--- src/rtl/operand_fetch.sv ---
// Operand fetch stage: issues register-file reads for one decoded instruction,
// captures the registered read data with writeback bypass, and hands the bundle to execute.
module operand_fetch #(
    parameter int DATA_W = 32,
    parameter int ADDR_W = 6,
    parameter int OP_W   = 4
) (
    input  logic              clk,
    input  logic              rst_n,
    input  logic              in_valid,
    output logic              out_ready,
    input  logic [ADDR_W-1:0] in_rs,
    input  logic [ADDR_W-1:0] in_rt,
    input  logic [ADDR_W-1:0] in_rd,
    input  logic              in_regwrt,
    input  logic [OP_W-1:0]   in_opcode,
    output logic [ADDR_W-1:0] out_rf_rs,
    output logic [ADDR_W-1:0] out_rf_rt,
    input  logic [DATA_W-1:0] in_rf_rsval,
    input  logic [DATA_W-1:0] in_rf_rtval,
    input  logic              in_wb_regwrt,
    input  logic [ADDR_W-1:0] in_wb_rd,
    input  logic [DATA_W-1:0] in_wb_val,
    output logic              out_valid,
    input  logic              in_ready,
    output logic [DATA_W-1:0] out_rsval,
    output logic [DATA_W-1:0] out_rtval,
    output logic [ADDR_W-1:0] out_rd,
    output logic              out_regwrt,
    output logic [OP_W-1:0]   out_opcode
);

    typedef enum logic [1:0] {IDLE, READ, CAPT, VALID} state_t;

    state_t            state_q, state_d;
    logic [ADDR_W-1:0] rf_rs_q, rf_rs_d;
    logic [ADDR_W-1:0] rf_rt_q, rf_rt_d;
    logic [ADDR_W-1:0] rd_q, rd_d;
    logic              regwrt_q, regwrt_d;
    logic [OP_W-1:0]   opcode_q, opcode_d;
    logic [DATA_W-1:0] rsval_q, rsval_d;
    logic [DATA_W-1:0] rtval_q, rtval_d;

    logic wb_hit_rs, wb_hit_rt;

    assign wb_hit_rs = in_wb_regwrt && (in_wb_rd == rf_rs_q);
    assign wb_hit_rt = in_wb_regwrt && (in_wb_rd == rf_rt_q);

    always_comb begin
        state_d  = state_q;
        rf_rs_d  = rf_rs_q;
        rf_rt_d  = rf_rt_q;
        rd_d     = rd_q;
        regwrt_d = regwrt_q;
        opcode_d = opcode_q;
        rsval_d  = rsval_q;
        rtval_d  = rtval_q;
        case (state_q)
            IDLE: begin
                if (in_valid) begin
                    rf_rs_d  = in_rs;
                    rf_rt_d  = in_rt;
                    rd_d     = in_rd;
                    regwrt_d = in_regwrt;
                    opcode_d = in_opcode;
                    state_d  = READ;
                end
            end
            // File samples the addresses at the end of this cycle.
            READ: state_d = CAPT;
            CAPT: begin
                rsval_d = wb_hit_rs ? in_wb_val : in_rf_rsval;
                rtval_d = wb_hit_rt ? in_wb_val : in_rf_rtval;
                state_d = VALID;
            end
            VALID: begin
                if (in_ready) begin
                    state_d = IDLE;
                end else begin
                    // Keep held operands coherent with writes landing while stalled.
                    if (wb_hit_rs) rsval_d = in_wb_val;
                    if (wb_hit_rt) rtval_d = in_wb_val;
                end
            end
            default: state_d = IDLE;
        endcase
    end

    always_ff @(posedge clk) begin
        if (!rst_n) begin
            state_q  <= IDLE;
            rf_rs_q  <= '0;
            rf_rt_q  <= '0;
            rd_q     <= '0;
            regwrt_q <= 1'b0;
            opcode_q <= '0;
            rsval_q  <= '0;
            rtval_q  <= '0;
        end else begin
            state_q  <= state_d;
            rf_rs_q  <= rf_rs_d;
            rf_rt_q  <= rf_rt_d;
            rd_q     <= rd_d;
            regwrt_q <= regwrt_d;
            opcode_q <= opcode_d;
            rsval_q  <= rsval_d;
            rtval_q  <= rtval_d;
        end
    end

    assign out_ready  = (state_q == IDLE);
    assign out_valid  = (state_q == VALID);
    assign out_rf_rs  = rf_rs_q;
    assign out_rf_rt  = rf_rt_q;
    assign out_rd     = rd_q;
    assign out_regwrt = regwrt_q;
    assign out_opcode = opcode_q;
    assign out_rsval  = rsval_q;
    assign out_rtval  = rtval_q;

endmodule

--- config.mk ---
export PLATFORM = sky130hd
export DESIGN_NAME = operand_fetch
export DESIGN_NICKNAME = d
export VERILOG_FILES = /design/src/rtl/operand_fetch.sv
export SDC_FILE = /design/constraint.sdc
export NUM_CORES = 1
export LEC_CHECK = 0
export BUFFER_PORTS_ARGS = -buffer_cell sky130_fd_sc_hd__buf_2
export CAP_MARGIN = 20
export CORE_ASPECT_RATIO = 2
export CORE_MARGIN = 4
export CORE_UTILIZATION = 50
export CTS_CLUSTER_SIZE = 24
export DETAILED_ROUTE_END_ITERATION = 16
export PLACE_DENSITY = 0.86
export SETUP_SLACK_MARGIN = 0.02
export SLEW_MARGIN = 20
export SYNTH_ARGS = -nofsm -noshare
export SYNTH_HDL_FRONTEND = slang
export SYNTH_SLANG_ARGS = --single-unit
--- constraint.sdc ---
create_clock -name clk -period 4.6 [get_ports clk]
set_input_delay 0.46 -clock clk [delete_from_list [all_inputs] [get_ports clk]]
set_output_delay 0.46 -clock clk [all_outputs]
set_load 0.02 [all_outputs]
Yosys cells after proc, flatten, opt, wreduce, memory -nomap -nowiden. Cells that the tools add are included.

Register bits after elaboration: 89. Bits of input ports: 130. Output and inout port bits: 89. Logic and storage cells: 37.

Equality and inequality tests: 10. Muxes and demuxes: 11. Reduce and logical (&&, ||, !) cells: 8.

Operators with widths (count): 2-to-1 mux 32 bit (6); one-hot mux 32 bit (2 select lines) (2); == test 6 bit (2); one-hot mux 2 bit (4 select lines) (1); != test 2 x 1 -> 1 bit, second input constant (3); AND reduction 3 bit (2); == test 2 bit, second input constant (2); 2-to-1 mux 2 bit (2); != test 2 bit, second input constant (2); AND reduction 2 bit (2); == test 2 x 1 -> 1 bit, second input constant (1); logical AND 1 bit (2); logical NOT 2 bit (1); nonzero test 2 bit (1).

Logic depth before layout (Yosys ltp). Gate-level depths: netlist of the first run.

Depth after elaboration: 5. Depth in mapped cells: 9.

Least setup slack after synthesis of the first run. No wires, ideal clock.

Path kind: register to register. Start: reg state_q[1]. End: reg rsval_q[10] (netlist: out_rsval[10]). Library setup time: 0.116 ns. Data arrival time: 1.732 ns. Data required time: 4.484 ns. Setup slack: 2.752 ns. Cell stages (with the launch flop): 10. Path buffers: 3. Period minus slack after synthesis: 1.848 ns. Cell sequence: dfxtp_1 > ha_1 > buf_2 > inv_1 > nor2_1 > a32o_1 > buf_6 > buf_6 > o2111ai_1 > o211a_1.

Cells in the longest elaborated chain, start to end: 3. Elaborated cells on any way between the ends: 7. Classes of those cells: eq/ne (4); mux (1); reduce/logical (2).

Ends and longest elaborated chain: start: declaration (RTL line 35) `state_t state_q, state_d;`; start signal: assignment (RTL line 100) `state_q <= state_d;`; == test 2 bit (*); via out_valid (RTL line 24) `output logic out_valid,`; != test 2 x 1 -> 1 bit (no line), or another cell as far along; AND reduction 3 bit (no line); end signal: assignment (RTL line 106) `rsval_q <= rsval_d;`; end: declaration (RTL line 41) `logic [DATA_W-1:0] rsval_q, rsval_d;`.

The timed path passes the listed nets; every way through them passes the cells marked *. A chain may end at the register's enable or synchronous reset.

Final worst setup path of the first run.
Start: reg state_q[1]. End: reg rsval_q[1] (netlist: out_rsval[1]).

Cells in the longest elaborated chain, start to end: 3. Elaborated cells on any way between the ends: 7. Classes of those cells: eq/ne (4); mux (1); reduce/logical (2).

Ends and longest elaborated chain: == test 2 bit (RTL line 58) `case (state_q)`; != test 2 x 1 -> 1 bit (no line), or another cell as far along; AND reduction 3 bit (no line).

Parallel ways exist; a longest one is shown, timed or not.

==> results of run 1 <==
[cell families after synthesis]
logic type                 count (synthesis)  synth area share
AOI/OAI and AO/OA                        157             0.263
xor gates and xnor gates                  12            0.0234
adders and majority gates                  3           0.00837
buffers and inverters                     64            0.0809
DFF                                       89             0.397
muxes                                      3           0.00669
and+or+nand+nor                          215             0.220
[registers in the layout (all words and copies together) (netlist names)]
signal,cells
out_rsval,32
out_rtval,32
out_rd,6
out_rf_rs,6
out_rf_rt,6
out_opcode,4
state_q,2
out_regwrt,1
[how the worst max path moves through the flow]
| stage | from | endpoint | slack, ns | cells past startpoint |
|---|---|---|---|---|
| 4_1_cts | out_rf_rt[2]$_SDFFE_PN0P_ | out_rtval[17]$_SDFFE_PN0P_ | 1.80 | 6 |
| 5_1_grt | state_q[1]$_SDFFE_PN0P_ | out_rsval[1]$_SDFFE_PN0P_ | 1.65 | 7 |
| 6_report | state_q[1]$_SDFFE_PN0P_ | out_rsval[1]$_SDFFE_PN0P_ | 1.83 | 7 |
| 2_1_floorplan | state_q[1]$_SDFFE_PN0P_ | out_rsval[10]$_SDFFE_PN0P_ | 2.75 | 9 |
| 3_3_place_gp | in_wb_rd[2] | out_rtval[7]$_SDFFE_PN0P_ | 1.74 | 7 |
| 3_5_place_dp | in_wb_rd[2] | out_rtval[5]$_SDFFE_PN0P_ | 1.60 | 7 |
[final cells by class]
type                            count  area, um2  area share
Multi-Input combinational cell    390       2360       0.410
Sequential cell                    89       1780       0.310
Timing Repair Buffer              224       1140       0.198
Clock buffer                       12        256      0.0446
Tap cell                          100        125      0.0218
Clock inverter                      4       75.1      0.0131
Inverter                            4       15.0     0.00261
[metrics by stage]
step,utilization,power [uW],setup slack (ns),instance area [um2],hold WS (ns)
after detailed placement,0.621,2650,1.60,5400,0.457
after global routing,0.660,3660,1.65,5750,0.369
after CTS,0.659,3460,1.80,5740,0.363
final,0.660,3460,1.83,5750,0.373
after global placement,0.620,2600,1.74,5400,0.449
after floorplan,-,2230,2.75,4490,0.485
[cell usage after synthesis (2+ instances only)]
master and n:
o211a_1 18, nor3_4 2, ha_1 3, mux2i_1 3, clkbuf_1 39, a21oi_1 4
a32o_1 2, nor2_1 3, inv_1 4, dfxtp_1 89, nand3_1 106, buf_2 5
a41oi_1 44, o21ai_0 39, and2_1 2, o21ai_1 7, xor2_1 6, o2111ai_1 18
nand2_1 99, buf_6 15, and4_4 2, xnor2_1 6, a21boi_0 23
[where the power goes]
part / switching [uW] / total (uW) / internal (uW)
combinational: 977 / 1460 / 488
clock: 302 / 809 / 506
sequential: 152 / 1190 / 1040
total: 1430 / 3460 / 2030
[routing by layer]
metal  vias to the layer above  track usage  part of all wire  wire length, um
li1                       2365            -                 -                -
met1                      2367        0.322              0.36             5510
met2                       325        0.462              0.51             7760
met3                        64       0.0672             0.089             1360
met4                         0        0.187             0.043              662
met5                         -            0                 0                0
[worst reg2reg max path, cell delays in order, from the launching register on]
cell and delay (ns):
dfxtp_1 0.35, ha_1 0.22, inv_2 0.06, buf_4 0.55, a32o_2 0.75, buf_4 0.40, o2111ai_1 0.17, o211a_1 0.16
==> run metrics, run 1 <==
outcome completed; Post-CTS Resized 0; Top cell by count, worst path buf_4; critical path's largest stage delay 0.75 ns; CP cell instances ha_1 -> inv_2 -> buf_4 -> a32o_2 -> buf_4 -> o2111ai_1 -> o211a_1; r2r setup slk 1.83 ns; vias after detailed routing 5,121; DR WL/cell 18.6 um; # fillers 708; Primary FF master, synth dfxtp_1; clk slew on worst S/H paths 0.06 ns; Setup Buffers After CTS 0; Clock Path Buffers 2; Die ar. 10,600 um2; Syn Area/Cell 8.26 um2; Top Family by Delay on Critical Path compound AO/OA/AOI/OAI gates; Tmin final 2.77 ns; Area Overhead vs Synth 28.1%; RR Endpoint out_rsval[1]$_SDFFE_PN0P_; All-Layer GR Usage 0.285; slew at the pin with the worst max-slew slack 0.803 ns; Clock Latency Late Sink 0.34 ns; Worst Path Max Fanout 64; Site Rows 48; final setup TNS 0 ns; synth warn 0; ANT nets after route 0; largest net degree at the start of global routing 65; placed wire-length estimate 10.5 mm; core area 8710 um2; top cells by area, synth dfxtp_1, nand3_1, a41oi_1; vias in the first global route 5,178; dpl cells 807; initial antenna violation count 0; crit share post-route 0.601; Syn Inst Count 543; Worst EP arrival 2.99 ns; fin cells 823; most frequent cells in the layout buf_2, nand3_1, nand2_1, dfxtp_1, a41oi_1; Final GP Congestion 0.872; Hold Vio Cnt, Final 0; Synth async-reset ratio 0; max cap viols 0; worst vdd ir 0.000387 V; max-slew violation count 0; Post-synth EDFFs 0; Buf/Inv on CP 3; DRT iter0 DRCs 434; Sinks on Clock Net 89; detailed-route wire length 15.3 mm; first-pass GRT wire length 23.9 mm; I/O pin count 219; H-tree depth 3; hold path depth 3; pwr/cell area 603 nW/um2; Initial Util 0.515; drc violations 0; Max Fclk 0.362 GHz; dominant cell type by area after synthesis dfxtp_1; Yosys cell types 27; R2R depth 7; port buffer count 218; WS Path Type reg -> reg; CP required 4.82 ns; unrepaired setup endpoints after global routing false; Crit. End Element register; hold buffer count at cts 0; Die Width 75.0 um; syn nets 676; worst relative slew slack 0.465; worst hold path type in -> reg; Clock Skew 0.0145 ns; hold worst-path end out_rd[5]$_SDFFE_PN0P_; worst hold path startpoint in_rd[5]; Root Buffer clkbuf_16; share of layout cells above drive strength 1 0.342; worst reg2reg startpoint state_q[1]$_SDFFE_PN0P_; first drt pass iteration count 5; Die H 142 um; sequential share of the synthesized area 0.397; total gr overflow 0; CTS Buf Count 9; post-synth top area share 0.397; commonest non-fill, non-tap cell in the layout buf_2; layout net count 851; ANT cells 0; CTS tree done; startpoint class of the critical path register; final setup violation count 0; via density per instance 6.22; Lkg Pwr 0.00279 uW; #FFs+latches synth 89; slowest CP cell a32o_2; Post-Syn Area 4490 um2
Note: power is estimated with default switching activity, not from simulation.
==> run 2, diff against run 1 <==
--- a/config.mk
+++ b/config.mk
@@ -9,10 +9,10 @@
 export CAP_MARGIN = 20
 export CORE_ASPECT_RATIO = 2
 export CORE_MARGIN = 4
-export CORE_UTILIZATION = 50
+export CORE_UTILIZATION = 46
 export CTS_CLUSTER_SIZE = 24
 export DETAILED_ROUTE_END_ITERATION = 16
-export PLACE_DENSITY = 0.86
+export PLACE_DENSITY = 0.8
 export SETUP_SLACK_MARGIN = 0.02
 export SLEW_MARGIN = 20
 export SYNTH_ARGS = -nofsm -noshare
==> constraint.sdc (replaced) <==
create_clock -name clk -period 2.7 [get_ports clk]
set_input_delay 0.27 -clock clk [delete_from_list [all_inputs] [get_ports clk]]
set_output_delay 0.27 -clock clk [all_outputs]
set_load 0.02 [all_outputs]
==> run 2 against run 1 <==
Net effect:
- global-route usage fell by 0.81 points
- flip-flop and latch count did not move
- critical path depth did not move
- final area rose by 0.89%
- hold slack got worse by 0.19 ns
- via count rose by 1.6%
- critical path type unchanged
==> run metrics, run 2 (synthesis gave the netlist of run 1 again) <==
Reg area 1780 um2; vias in the first global route 5,399; # fillers 849; outcome completed; via density per instance 6.03; Site Rows 50; final setup violation count 0; first-pass GRT wire length 25.6 mm; H-tree depth 3; crit share post-route 0.769; max-slew violation count 0; unrepaired setup endpoints after global routing false; worst vdd ir 0.000579 V; Worst Path Max Fanout 38; Max Fclk 0.482 GHz; drc violations 0; Pwr Total 5760 uW; I/O pin count 219; commonest non-fill, non-tap cell in the layout buf_2; clk slew on worst S/H paths 0.06 ns; DRT iter0 DRCs 472; Post-CTS Resized 0; largest net degree at the start of global routing 46; Sinks on Clock Net 89; Fin Hold WS 0.181 ns; total gr overflow 0; startpoint class of the critical path register; Root Buffer clkbuf_16; Die Width 77.8 um; Initial Util 0.475; Hold Vio Cnt, Final 0; share of layout cells above drive strength 1 0.347; max cap viols 0; Finished Cell Area 5800 um2; Post-DP Area 5520 um2; CP required 2.93 ns; Worst EP arrival 2.30 ns; vias after detailed routing 5,203; final setup TNS 0 ns; CTS tree done; CTS Buf Count 9; first drt pass iteration count 5; Clock Path Buffers 2; All-Layer GR Usage 0.277; core area 9450 um2; port buffer count 218; ANT nets after route 0; Tmin final 2.08 ns; most frequent cells in the layout buf_2, nand3_1, nand2_1, dfxtp_1, a41oi_1; Lkg Pwr 0.00282 uW; DR WL/cell 18.8 um; WS Path Type reg -> reg; worst hold path type in -> reg; Die H 148 um; worst relative slew slack 0.477; placed wire-length estimate 11.6 mm; Crit. End Element register; Final GP Congestion 0.875; Clock Skew 0.00380 ns; Die ar. 11,500 um2; layout net count 860; area occupied by multi-input gates 2340 um2; Setup Buffers After CTS 0; hold buffer count at cts 0; Util after Layout 0.614; Clock Latency Late Sink 0.34 ns; initial antenna violation count 1; detailed-route wire length 16.3 mm; Area Overhead vs Synth 29.2%; slew at the pin with the worst max-slew slack 0.785 ns; pwr/cell area 994 nW/um2
-- run 2: cell count changes in the layout (fill, tap and decap cells not counted), sizes merged --
cell,change
buf,+9
bufinv,-2
clkbuf,+1
clkinv,+3
clkinvlp,-2
diode,+1
-- run 2: final cells by class --
class                   instances  share of cell area
repair buffers                233               0.210
clock inverters                 3             0.00259
diodes                          1            0.000432
flip-flops and latches         89               0.307
well taps                     130              0.0281
multi-input cells             390               0.404
inverters                       4             0.00259
clock buffers                  13              0.0449
-- run 2: where the power goes --
part           internal, uW  leakage [uW]  switching, uW  total [uW]
clock                   670      0.000139            501        1170
combinational           863       0.00196           1680        2550
sequential             1770      0.000727            277        2050
-- run 2: path summary, 6_finish.rpt --
path	start	to	slack (ns)	cells past startpoint
worst max-delay path	out_rf_rs[3]$_SDFFE_PN0P_	out_rsval[3]$_SDFFE_PN0P_	0.62	7
worst min-delay path	in_rd[5]	out_rd[5]$_SDFFE_PN0P_	0.18	3
worst max register to register	out_rf_rs[3]$_SDFFE_PN0P_	out_rsval[3]$_SDFFE_PN0P_	0.62	7
worst min register to register	out_opcode[3]$_SDFFE_PN0P_	out_opcode[3]$_SDFFE_PN0P_	0.47	2
-- run 2: critical path, cell delays in order (launching register included) --
cell and delay, ns:
dfxtp_1 0.34, xor2_1 0.19, nor3_4 0.23, buf_4 0.27, a32o_2 0.21, buf_4 0.35
o2111ai_1 0.20, o211a_1 0.18
-- run 2: layer usage --
layer / global-route usage / vias to the layer above / wire length (um)
met5: 0 / - / 0
met4: 0.184 / 0 / 792
met3: 0.0549 / 65 / 1230
met2: 0.484 / 311 / 8480
met1: 0.295 / 2455 / 5760
li1: - / 2372 / -
-- run 2: through the flow --
stage / instances / worst slack, ns
6_report: 863 / 0.625
3_5_place_dp: 846 / 0.598
2_1_floorplan: 543 / 0.852
5_1_grt: 863 / 0.477
4_1_cts: 862 / 0.634
3_3_place_gp: 846 / 0.692
